--- config.mk ---
export PLATFORM = sky130hd
export DESIGN_NAME = addr8s_share_arbiter
export DESIGN_NICKNAME = d
export VERILOG_FILES = /design/src/rtl/addr8s_share_arbiter.sv
export SDC_FILE = /design/constraint.sdc
export NUM_CORES = 1
export LEC_CHECK = 0
export BUFFER_PORTS_ARGS = -buffer_cell sky130_fd_sc_hd__buf_4
export CAP_MARGIN = 25
export CORE_ASPECT_RATIO = 1.25
export CORE_MARGIN = 1
export CORE_UTILIZATION = 44
export CTS_CLUSTER_SIZE = 24
export DETAILED_ROUTE_END_ITERATION = 7
export GPL_TIMING_DRIVEN = 0
export PLACE_DENSITY_LB_ADDON = 0.08
export RECOVER_POWER = 50
export SKIP_LAST_GASP = 1
export SYNTH_ARGS = -nofsm -noshare
export SYNTH_HDL_FRONTEND = slang
export SYNTH_SLANG_ARGS = --single-unit
--- constraint.sdc ---
create_clock -name clk -period 2.63 [get_ports clk]
set_clock_uncertainty 0.2 [all_clocks]
set_input_delay 0.1315 -clock clk [delete_from_list [all_inputs] [get_ports clk]]
set_output_delay 0.1315 -clock clk [all_outputs]
set_load 0.01 [all_outputs]
--- src/rtl/addr8s_share_arbiter.sv ---
// Round-robin front end for one shared 8-bit signed adder: grants a requester, registers its
// operands onto the adder, waits SETTLE cycles, then returns the captured sum with its id.
module addr8s_share_arbiter #(
    parameter int unsigned    NREQ   = 4,
    parameter int unsigned    SETTLE = 1,
    localparam int unsigned   IDW    = $clog2(NREQ)
) (
    input  logic              clk,
    input  logic              rst,
    input  logic [NREQ-1:0]   i_req_valid,
    output logic [NREQ-1:0]   o_req_ready,
    input  logic [NREQ*8-1:0] i_req_a,
    input  logic [NREQ*8-1:0] i_req_b,
    output logic [7:0]        o_add_a,
    output logic [7:0]        o_add_b,
    input  logic [8:0]        i_add_sum,
    output logic              o_rsp_valid,
    input  logic              i_rsp_ready,
    output logic [8:0]        o_rsp_sum,
    output logic [IDW-1:0]    o_rsp_id
);

    typedef enum logic [1:0] {StIdle, StExec, StResp} state_e;

    localparam logic [2:0] CntLast = 3'(SETTLE - 1);

    state_e         r_state;
    state_e         w_state_nxt;
    logic [IDW-1:0] r_ptr;
    logic [IDW-1:0] r_id;
    logic [2:0]     r_cnt;
    logic [7:0]     r_add_a;
    logic [7:0]     r_add_b;
    logic           r_rsp_valid;
    logic [8:0]     r_rsp_sum;
    logic [IDW-1:0] r_rsp_id;

    logic           w_arb_en;
    logic           w_gnt_vld;
    logic [IDW-1:0] w_gnt;
    logic [IDW-1:0] w_scan;
    logic           w_take;
    logic           w_capture;

    // Scan from r_ptr upward, wrapping at NREQ; first valid requester wins.
    always_comb begin
        w_gnt_vld = 1'b0;
        w_gnt     = '0;
        w_scan    = '0;
        for (int unsigned k = 0; k < NREQ; k++) begin
            w_scan = IDW'((32'(r_ptr) + k) % NREQ);
            if (!w_gnt_vld && i_req_valid[w_scan]) begin
                w_gnt_vld = 1'b1;
                w_gnt     = w_scan;
            end
        end
    end

    // Gated by rst so no grant is advertised while reset is held.
    assign w_arb_en  = !rst && ((r_state == StIdle) || ((r_state == StResp) && i_rsp_ready));
    assign w_take    = w_arb_en && w_gnt_vld;
    assign w_capture = (r_state == StExec) && (r_cnt == CntLast);

    always_comb begin
        o_req_ready = '0;
        if (w_take) begin
            o_req_ready[w_gnt] = 1'b1;
        end
    end

    always_ff @(posedge clk or posedge rst) begin
        if (rst) begin
            r_state <= StIdle;
        end else begin
            r_state <= w_state_nxt;
        end
    end

    always_comb begin
        w_state_nxt = r_state;
        unique case (r_state)
            StIdle:  if (w_take) w_state_nxt = StExec;
            StExec:  if (w_capture) w_state_nxt = StResp;
            StResp:  if (i_rsp_ready) w_state_nxt = w_take ? StExec : StIdle;
            default: w_state_nxt = StIdle;
        endcase
    end

    always_ff @(posedge clk or posedge rst) begin
        if (rst) begin
            r_ptr       <= '0;
            r_id        <= '0;
            r_cnt       <= '0;
            r_add_a     <= '0;
            r_add_b     <= '0;
            r_rsp_valid <= 1'b0;
            r_rsp_sum   <= '0;
            r_rsp_id    <= '0;
        end else begin
            if (w_take) begin
                r_add_a <= i_req_a[{w_gnt, 3'b000} +: 8];
                r_add_b <= i_req_b[{w_gnt, 3'b000} +: 8];
                r_id    <= w_gnt;
                r_ptr   <= (w_gnt == IDW'(NREQ - 1)) ? '0 : w_gnt + 1'b1;
                r_cnt   <= '0;
            end else if (r_state == StExec) begin
                r_cnt <= r_cnt + 3'd1;
            end
            // add_sum is only looked at here, so X elsewhere never reaches state.
            if (w_capture) begin
                r_rsp_sum   <= i_add_sum;
                r_rsp_id    <= r_id;
                r_rsp_valid <= 1'b1;
            end else if ((r_state == StResp) && i_rsp_ready) begin
                r_rsp_valid <= 1'b0;
            end
        end
    end

    assign o_add_a     = r_add_a;
    assign o_add_b     = r_add_b;
    assign o_rsp_valid = r_rsp_valid;
    assign o_rsp_sum   = r_rsp_sum;
    assign o_rsp_id    = r_rsp_id;

endmodule

==> impl_metrics.py, run 1 <==
metrics = {
    "die": {
        "core_area_sq_um": 4392,
        "rows": 27,
        "io_pins": 112,
        "initial_core_util_pct": 45.95,
        "die_x_microns": 62.58,
        "die_h_microns": 77.72,
        "dieArea_sq_um": 4863,
    },
    "finish": {
        "final_cell_mix": "buf_4 (83), dlygate4sd3_1 (66), dfrtp_1 (37)",
        "fin_util_pct": 81.34,
        "nNetsFinal": 444,
        "syn2layout_area_growth_pct": 77.00,
        "layoutNonFillerInstCount": 421,
        "final_area_sq_um": 3572,
        "drive_above_1_share_pct": 33.33,
        "final_common_cell": "buf_4",
        "antenna_cells": 0,
    },
    "cts": {
        "path_clk_slew_ns": 0.07,
        "clk_latency_ns": 0.29,
        "cts_made_buffers": 5,
        "postCtsSetupBuffers": 0,
        "cts-root-buf": "clkbuf_8",
        "cts_tree": "built",
        "cts.sinks": 37,
        "htree_levels": 2,
        "cts_buffer_depth": 2,
    },
    "critical_path": {
        "critical_path.top_delay_family": "simple AND/OR/NAND/NOR gates",
        "reg2reg_depth": 5,
        "reg2reg_slack_ns": 0.15,
        "cp_slowest_cell": "nor4_1",
        "cp_num_buf_inv": 1,
        "critPathRequiredTime_ns": 2.63,
        "critical_path_arrival_ns": 2.48,
        "end_kind": "flip-flop",
        "crit_type": "flip-flop to flip-flop",
        "worstPathCellList": "nor2b_4, nor4_1, nand2_1, buf_4, o221ai_2",
        "critPathMaxFanout": 10,
        "max_stage_delay_ns": 0.71,
        "worstSetupStartpointType": "flip-flop",
        "r2r-end": "o_add_b[7]$_DFFE_PP0P_",
        "reg2reg_from": "r_state[1]$_DFFE_PP0P_",
    },
    "yosys": {
        "ys_seq_elements": 37,
        "synth_top_cell_area_share_pct": 45.88,
        "ys_seq_area_share_pct": 45.88,
        "synth_fp_nets": 259,
        "synth_cell_types": 33,
        "syn_inst": 177,
        "syn_avg_cell_area_sq_um": 11.40,
        "synthTopCellsByArea": "dfrtp_1 (46%), mux2i_1 (16%), o221ai_2 (6.7%)",
        "syn_area_sq_um": 2018,
        "synth_largest_area_cell": "dfrtp_1",
        "yosysWarnings": 0,
    },
    "placed_design": {
        "placed_area_sq_um": 2952,
        "gp_routability_congestion": 0.7647,
        "placed_cells_incl_taps": 347,
        "dp_hpwl_microns": 3994,
        "port-buffer-count": 111,
    },
    "worst_hold_path": {
        "hold_class": "input pin to flip-flop",
        "min_to": "o_add_a[4]$_DFFE_PP0P_",
        "hold_depth": 3,
        "min_from": "i_req_a[12]",
    },
    "drt": {
        "drc": 0,
        "detailedRoute.firstIterationViolations": 117,
        "viasPerCell": 5.219,
        "vias": 2197,
        "wl_per_cell_microns": 16.47,
        "ant_nets": 0,
        "wl_microns": 6935,
        "firstDrtPassIters": 6,
    },
    "sta": {
        "slew_viol_final": 0,
        "final.setup.tns_ns": 0,
        "fmax_mhz": 402.9,
        "whs_ns": 0.01247,
        "rsz0062_at_grt": "false",
        "setup_violations": 0,
        "final-hold-violation-count": 0,
        "slew-limit-headroom_pct": 30.05,
        "tightestPinTransition_ns": 1.049,
        "fin_crit_sh_pct": 94.37,
        "finalCriticalPeriod_ns": 2.482,
    },
    "grt": {
        "track_usage_pct": 29.50,
        "grt_overflow_total": 0,
        "grt_pass1_vias": 2254,
        "antenna_found_initial": 0,
        "grt_pass1_wl_microns": 10910,
        "grt_start_max_net_pins": 25,
    },
    "pwr": {
        "p_leak_nw": 1.755,
        "power_density_nw_per_um2": 832.0,
        "ir_drop_v": 0.0006741,
    },
    "job": {
        "drv_cap": 0,
    },
    "outcome": {
        "status": "finished clean",
    },
}
==> sequential cells by signal, summed over array words and instances, names as in the netlist <==
name,flops
o_rsp_valid,1
r_state,2
o_rsp_sum,9
o_add_a,8
r_cnt,3
o_add_b,8
r_ptr,2
o_rsp_id,2
r_id,2
==> synth_stat cells (all sizes together) <==
| master | number |
|---|---|
| a2bb2o | 1 |
| a221oi | 1 |
| inv | 9 |
| xor2 | 1 |
| a31o | 1 |
| nand2 | 22 |
| o21ai | 3 |
| o22ai | 1 |
| mux2 | 11 |
| nor4 | 3 |
| nor3b | 2 |
| ha | 2 |
| nor3 | 2 |
| o221ai | 16 |
| clkbuf | 3 |
| or2 | 1 |
| xnor2 | 2 |
| buf | 9 |
| a21oi | 3 |
| or4 | 1 |
| a21o | 2 |
| nand3 | 1 |
| nor2b | 3 |
| dfrtp | 37 |
| nor2 | 7 |
| mux2i | 32 |
| and3 | 1 |
==> metal layers <==
layer / part of all wire (%) / vias to the layer above / track usage, %
met1: 40 / 1059 / 32.89
met4: 3.5 / 0 / 13.26
met2: 51 / 103 / 52.17
met3: 6.2 / 22 / 7.647
met5: 0 / - / 0
li1: - / 1013 / -
==> worst max-delay path by stage <==
| stage | start | endpoint | cells after the start |
|---|---|---|---|
| 4_1_cts | r_ptr[0]$_DFFE_PP0P_ | o_add_a[3]$_DFFE_PP0P_ | 7 |
| 3_5_place_dp | r_state[1]$_DFFE_PP0P_ | o_add_a[2]$_DFFE_PP0P_ | 5 |
| 5_1_grt | r_state[1]$_DFFE_PP0P_ | o_req_ready[2] | 6 |
| 3_3_place_gp | r_state[1]$_DFFE_PP0P_ | o_add_b[1]$_DFFE_PP0P_ | 5 |
| 2_1_floorplan | r_state[1]$_DFFE_PP0P_ | o_add_a[3]$_DFFE_PP0P_ | 7 |
| 6_report | r_state[1]$_DFFE_PP0P_ | o_add_b[7]$_DFFE_PP0P_ | 5 |
==> repair_timing <==
item / CTS / global route
hold buffers: 66 / 0
setup endpoints to repair: 0 / 2
endpoints found under the hold margin: 42 / 0
gates resized for setup: 0 / 1
==> area by class of cell <==
class,instances,area [sq um]
plain buffers,12,81.33
well taps,58,72.57
flip-flops and latches,37,925.9
fillers,303,819.5
inverters,9,33.78
clock inverters,2,10.01
multi-input cells,119,978.4
repair buffers,178,1398
clock buffers,6,72.57
==> per-stage QoR <==
step | total power (W) | setup WS, ns
2_1_floorplan | 0.001950 | 0.6172
3_5_place_dp | 0.002591 | 0.2557
4_1_cts | 0.003098 | 0.1061
6_report | 0.002972 | 0.1481
5_1_grt | 0.003132 | 0.06801
3_3_place_gp | 0.002540 | 0.2389
==> power breakdown <==
group | switching (W) | internal (W)
sequential | 0.000158 | 0.000834
combinational | 0.000826 | 0.000771
clock | 0.000199 | 0.000184
total | 0.00118 | 0.00179
==> cells by family after synthesis <==
kind of cell	count (synthesis)	synth area share, %
muxes	43	22.01
and+or+nand+nor	43	10.29
DFF	37	45.88
AOI/OAI and AO/OA	28	13.64
buffers and inverters	21	5.641
xor gates and xnor gates	3	1.302
adders and majority gates	2	1.240
==> worst min-delay path: stages <==
cell and delay, ns:
buf_4 0.08, mux2i_1 0.08, o221ai_2 0.18
Note: power is estimated with default switching activity, not from simulation.
==> run 2: changes to the inputs <==
==> constraint.sdc (replaced) <==
create_clock -name clk -period 2.63 [get_ports clk]
set_clock_uncertainty 0.2 [all_clocks]
set_input_delay 0.263 -clock clk [delete_from_list [all_inputs] [get_ports clk]]
set_output_delay 0.263 -clock clk [all_outputs]
set_load 0.01 [all_outputs]
==> run 2 against run 1 <==
Net effect:
- global-route usage fell by 6.8 points
- count of clock-buffer cells in the layout did not move
- hold slack improved by 0.0056 ns
- combinational power fell by 11%
- final cell count fell by 14%
- register-to-register slack improved by 0.09 ns
- worst setup slack improved by 0.092 ns
- first-iteration DRC count fell by 48%
- maximum frequency rose by 3.9%
==> impl_metrics.py, run 2 (same netlist as run 1, synthesis figures left out) <==
metrics = {
    "sta": {
        "fin_crit_sh_pct": 90.86,
        "slew_viol_final": 0,
        "final-hold-violation-count": 0,
        "final.setup.tns_ns": 0,
        "finalCriticalPeriod_ns": 2.390,
        "slew-limit-headroom_pct": 32.08,
        "setup_slack_ns": 0.2404,
        "fmax_mhz": 418.5,
        "tightestPinTransition_ns": 1.017,
        "setup_violations": 0,
        "rsz0062_at_grt": "false",
    },
    "finish": {
        "antenna_cells": 0,
        "final_cell_mix": "buf_4 (83), dfrtp_1 (37), mux2i_1 (32), clkbuf_1 (32), nand2_1 (22)",
        "final_common_cell": "buf_4",
        "final_area_sq_um": 2992,
        "drive_above_1_share_pct": 39.80,
        "syn2layout_area_growth_pct": 48.23,
        "largest_register_ffs": 9,
        "nFillCells": 402,
        "nNetsFinal": 385,
    },
    "cts": {
        "cts-root-buf": "clkbuf_8",
        "path_clk_slew_ns": 0.07,
        "postCtsSetupBuffers": 0,
        "htree_levels": 2,
        "cts.sinks": 37,
        "cts_made_buffers": 5,
        "cts_tree": "built",
        "clk_latency_ns": 0.29,
        "cts_buffer_depth": 2,
    },
    "die": {
        "initial_core_util_pct": 45.95,
        "io_pins": 112,
        "dieArea_sq_um": 4863,
        "die_h_microns": 77.72,
        "core_area_sq_um": 4392,
        "die_x_microns": 62.58,
        "rows": 27,
    },
    "grt": {
        "grt_start_max_net_pins": 25,
        "grt_pass1_vias": 1821,
        "busiest_layer": "met2",
        "use_met2_pct": 40.43,
        "grt_overflow_total": 0,
        "antenna_found_initial": 0,
        "grt_pass1_wl_microns": 8528,
        "track_usage_pct": 22.66,
        "met1_usage_pct": 26.06,
        "use_met3_pct": 7.059,
    },
    "drt": {
        "wl_microns": 5240,
        "drc": 0,
        "wl_per_cell_microns": 14.48,
        "vias": 1843,
        "detailedRoute.firstIterationViolations": 61,
        "firstDrtPassIters": 4,
        "ant_nets": 0,
        "viasPerCell": 5.091,
    },
    "pwr": {
        "p_total_w": 0.002786,
        "ir_drop_v": 0.0006545,
        "p_leak_nw": 1.510,
        "power_density_nw_per_um2": 931.2,
    },
    "placed_design": {
        "dp_hpwl_microns": 3994,
        "gp_routability_congestion": 0.7647,
        "port-buffer-count": 111,
        "placed_area_sq_um": 2952,
        "dp_slack_ns": 0.2557,
    },
    "job": {
        "drv_cap": 0,
    },
    "critical_path": {
        "reg2reg_depth": 5,
        "cp_slowest_cell": "buf_1",
        "critPathMaxFanout": 10,
        "worstPathCellList": "nor2b_1, nor3_1, o22ai_1, buf_1, nor3b_2, buf_4",
        "r2r-end": "o_add_a[4]$_DFFE_PP0P_",
        "crit_type": "flip-flop to primary output",
        "reg2reg_slack_ns": 0.24,
        "end_kind": "primary output",
        "critical_path_arrival_ns": 1.93,
        "worstSetupStartpointType": "flip-flop",
        "crit_start": "r_ptr[0]$_DFFE_PP0P_",
        "critPathRequiredTime_ns": 2.17,
        "max_stage_delay_ns": 0.48,
        "reg2reg_from": "r_state[1]$_DFFE_PP0P_",
    },
    "worst_hold_path": {
        "min_to": "o_rsp_sum[5]$_DFFE_PP0P_",
        "hold_depth": 2,
        "hold_class": "input pin to flip-flop",
        "min_from": "i_add_sum[5]",
    },
    "outcome": {
        "status": "finished clean",
    },
}
run 2: changes by cell type in the layout (fill, tap and decap cells not counted), sizes merged:
cell	delta
clkbuf	-2
dlygate4sd3	-58
dlymetal6s2s	+1
dlymetal6s4s	-1
buf	+1
run 2: through the flow:
stage,utilization (%),hold WS (ns),std cells
after detailed placement,67.21,0.2041,347
final,68.12,0.01803,362
after global placement,66.58,0.2663,346
after floorplan,-,0.2147,177
after CTS,70.68,0.0006012,362
after global routing,68.12,0.008134,362
run 2: layout make-up:
class	instances	area, sq um	area share [%]
Multi-Input combinational cell	119	983.4	32.87
Sequential cell	37	925.9	30.95
Inverter	9	33.78	1.129
Clock buffer	6	72.57	2.426
Timing Repair Buffer	120	817.0	27.31
Clock inverter	2	10.01	0.3346
Buffer	11	76.32	2.551
Tap cell	58	72.57	2.426
run 2: critical path, delay by kind of cell (launching register included):
| kind | cells | cell delay [ns] |
|---|---|---|
| AO/OA/AOI/OAI | 1 | 0.15 |
| buffers and inverters | 2 | 0.62 |
| flip-flops | 1 | 0.38 |
| AND/OR/NAND/NOR | 3 | 0.48 |
run 2: power breakdown:
group	internal (W)	total [W]	leakage [nW]	switching (W)
logic	0.000675	0.00143	1.01	0.000750
registers	0.000834	0.000981	0.455	0.000147
clock network	0.000184	0.000380	0.0450	0.000196
run 2: what timing repair did:
action / CTS / global route
hold endpoints to repair: 19 / 1
gates resized for setup: 0 / 1
hold buffers: 7 / 1
endpoints found under the setup margin: 0 / 3
run 2: routing by layer:
metal  wire length [microns]  vias to the layer above
met5                       0                        -
met4                      55                        0
met3                     349                        5
met2                    2783                       62
met1                    2053                      885
li1                        -                      891
run 2: how the worst max path moves through the flow:
| stage | endpoint | slack [ns] |
|---|---|---|
| global route | o_req_ready[2] | 0.07 |
| floorplan | o_req_ready[1] | 0.50 |
| global placement | o_add_b[1]$_DFFE_PP0P_ | 0.24 |
| detailed placement | o_add_a[2]$_DFFE_PP0P_ | 0.26 |
| CTS | o_req_ready[2] | 0.02 |
| finish | o_req_ready[2] | 0.24 |
==> run 3: changes to the inputs <==
Settings changed: CORE_ASPECT_RATIO 1.25 to default, CTS_CLUSTER_DIAMETER from default to 120.
==> run 3 against run 2 <==
Net effect:
- utilization shrank 1.3 points
- clock power grew 3%
- total power shrank 0.52%
- first-iteration DRC count grew 4.9%
- sequential cell count is the same
==> impl_metrics.py, run 3 (same netlist as run 1, synthesis figures left out) <==
metrics = {
    "sta": {
        "rsz0062_at_grt": "false",
        "slew-limit-headroom_pct": 7.640,
        "final-hold-violation-count": 0,
        "fmax_mhz": 410.7,
        "slew_viol_final": 0,
        "whs_ns": 0.01146,
        "setup_violations": 0,
        "setup_slack_ns": 0.1952,
        "finalCriticalPeriod_ns": 2.435,
        "fin_crit_sh_pct": 92.58,
        "final.setup.tns_ns": 0,
        "tightestPinTransition_ns": 1.384,
    },
    "finish": {
        "drive_above_1_share_pct": 39.93,
        "final_cell_mix": "buf_4 (83), dfrtp_1 (37), mux2i_1 (32), clkbuf_1 (32), nand2_1 (22)",
        "register_area_sq_um": 925.9,
        "syn2layout_area_growth_pct": 45.20,
        "antenna_cells": 0,
        "nFillCells": 390,
        "largest_register_ffs": 9,
        "nNetsFinal": 380,
        "multi_input_area_sq_um": 978.4,
        "final_common_cell": "buf_4",
    },
    "cts": {
        "path_clk_slew_ns": 0.07,
        "cts.sinks": 37,
        "postCtsSetupBuffers": 0,
        "cts_resized": 0,
        "cts_made_buffers": 5,
        "htree_levels": 2,
        "cts_tree": "built",
        "clk_latency_ns": 0.28,
        "cts-root-buf": "clkbuf_8",
        "cts_buffer_depth": 2,
    },
    "placed_design": {
        "port-buffer-count": 111,
        "dp_slack_ns": 0.2490,
        "gp_routability_congestion": 0.7625,
        "dp_hpwl_microns": 3836,
    },
    "critical_path": {
        "end_kind": "flip-flop",
        "reg2reg_slack_ns": 0.20,
        "worstSetupStartpointType": "flip-flop",
        "critPathRequiredTime_ns": 2.62,
        "critical_path_arrival_ns": 2.42,
        "critPathMaxFanout": 10,
        "crit_type": "flip-flop to flip-flop",
    },
    "drt": {
        "wl_per_cell_microns": 14.17,
        "vias": 1830,
        "drc": 0,
        "wl_microns": 4958,
        "detailedRoute.firstIterationViolations": 64,
        "viasPerCell": 5.229,
        "ant_nets": 0,
        "firstDrtPassIters": 4,
    },
    "job": {
        "drv_cap": 0,
    },
    "die": {
        "core_area_sq_um": 4384,
        "die_h_microns": 69.73,
        "rows": 24,
        "die_x_microns": 69.73,
        "dieArea_sq_um": 4862,
        "io_pins": 112,
        "initial_core_util_pct": 46.03,
    },
    "pwr": {
        "p_leak_nw": 1.478,
        "power_density_nw_per_um2": 945.8,
        "ir_drop_v": 0.0005674,
        "p_total_w": 0.002771,
    },
    "outcome": {
        "status": "finished clean",
    },
    "worst_hold_path": {
        "hold_class": "input pin to flip-flop",
    },
    "grt": {
        "track_usage_pct": 21.95,
        "grt_pass1_wl_microns": 8480,
        "grt_start_max_net_pins": 38,
        "grt_overflow_total": 0,
        "grt_pass1_vias": 1877,
        "antenna_found_initial": 0,
    },
}
==> run 3: final timing paths <==
| kind | depth (start not counted) | from | to |
|---|---|---|---|
| max | 5 | r_state[1]$_DFFE_PP0P_ | o_add_a[2]$_DFFE_PP0P_ |
| min | 2 | i_add_sum[7] | o_rsp_sum[7]$_DFFE_PP0P_ |
| max reg2reg | 5 | r_state[1]$_DFFE_PP0P_ | o_add_a[2]$_DFFE_PP0P_ |
| min reg2reg | 1 | o_rsp_valid$_DFFE_PP0P_ | o_rsp_valid$_DFFE_PP0P_ |
| max in group asynchronous | 3 | rst | o_add_a[0]$_DFFE_PP0P_ |
| min in group asynchronous | 3 | rst | o_rsp_sum[6]$_DFFE_PP0P_ |
==> run 3: per-stage QoR <==
| step | std cells | utilization (%) | cell area, sq um |
|---|---|---|---|
| 3_5_place_dp | 340 | 66.52 | 2917 |
| 6_report | 350 | 66.84 | 2930 |
| 4_1_cts | 351 | 69.41 | 3043 |
| 5_1_grt | 350 | 66.84 | 2930 |
| 3_3_place_gp | 340 | 66.52 | 2917 |
| 2_1_floorplan | 177 | - | 2018 |
==> run 3: area by class of cell <==
| cell class | count | area share, % |
|---|---|---|
| inverters | 9 | 1.153 |
| multi-input cells | 119 | 33.39 |
| repair buffers | 115 | 26.09 |
| well taps | 52 | 2.220 |
| plain buffers | 11 | 2.605 |
| clock buffers | 7 | 2.946 |
| flip-flops and latches | 37 | 31.60 |
==> run 3: worst max-delay path, cell delays in order, from the launching register on <==
cell	delay [ns]
dfrtp_1	0.43
nor2b_4	0.15
nor4_1	0.69
nand2_1	0.37
buf_4	0.31
o221ai_1	0.20
==> run 3: power breakdown <==
part           switching, W  internal, W
clock network      0.000183     0.000208
registers          0.000147     0.000834
logic              0.000731     0.000668
total               0.00106      0.00171
==> run 3: layer usage <==
layer / GRT usage (%) / up-vias / wire, microns
met5: 0 / - / 0
met4: 6.889 / 0 / 81
met3: 6.831 / 8 / 366
met2: 37.65 / 79 / 2425
met1: 26.30 / 859 / 2084
li1: - / 884 / -
==> run 3: timing repair <==
| item | CTS | global route |
|---|---|---|
| endpoints found under the setup margin | 0 | 3 |
| hold endpoints to repair | 40 | 0 |
| hold buffers | 4 | 0 |
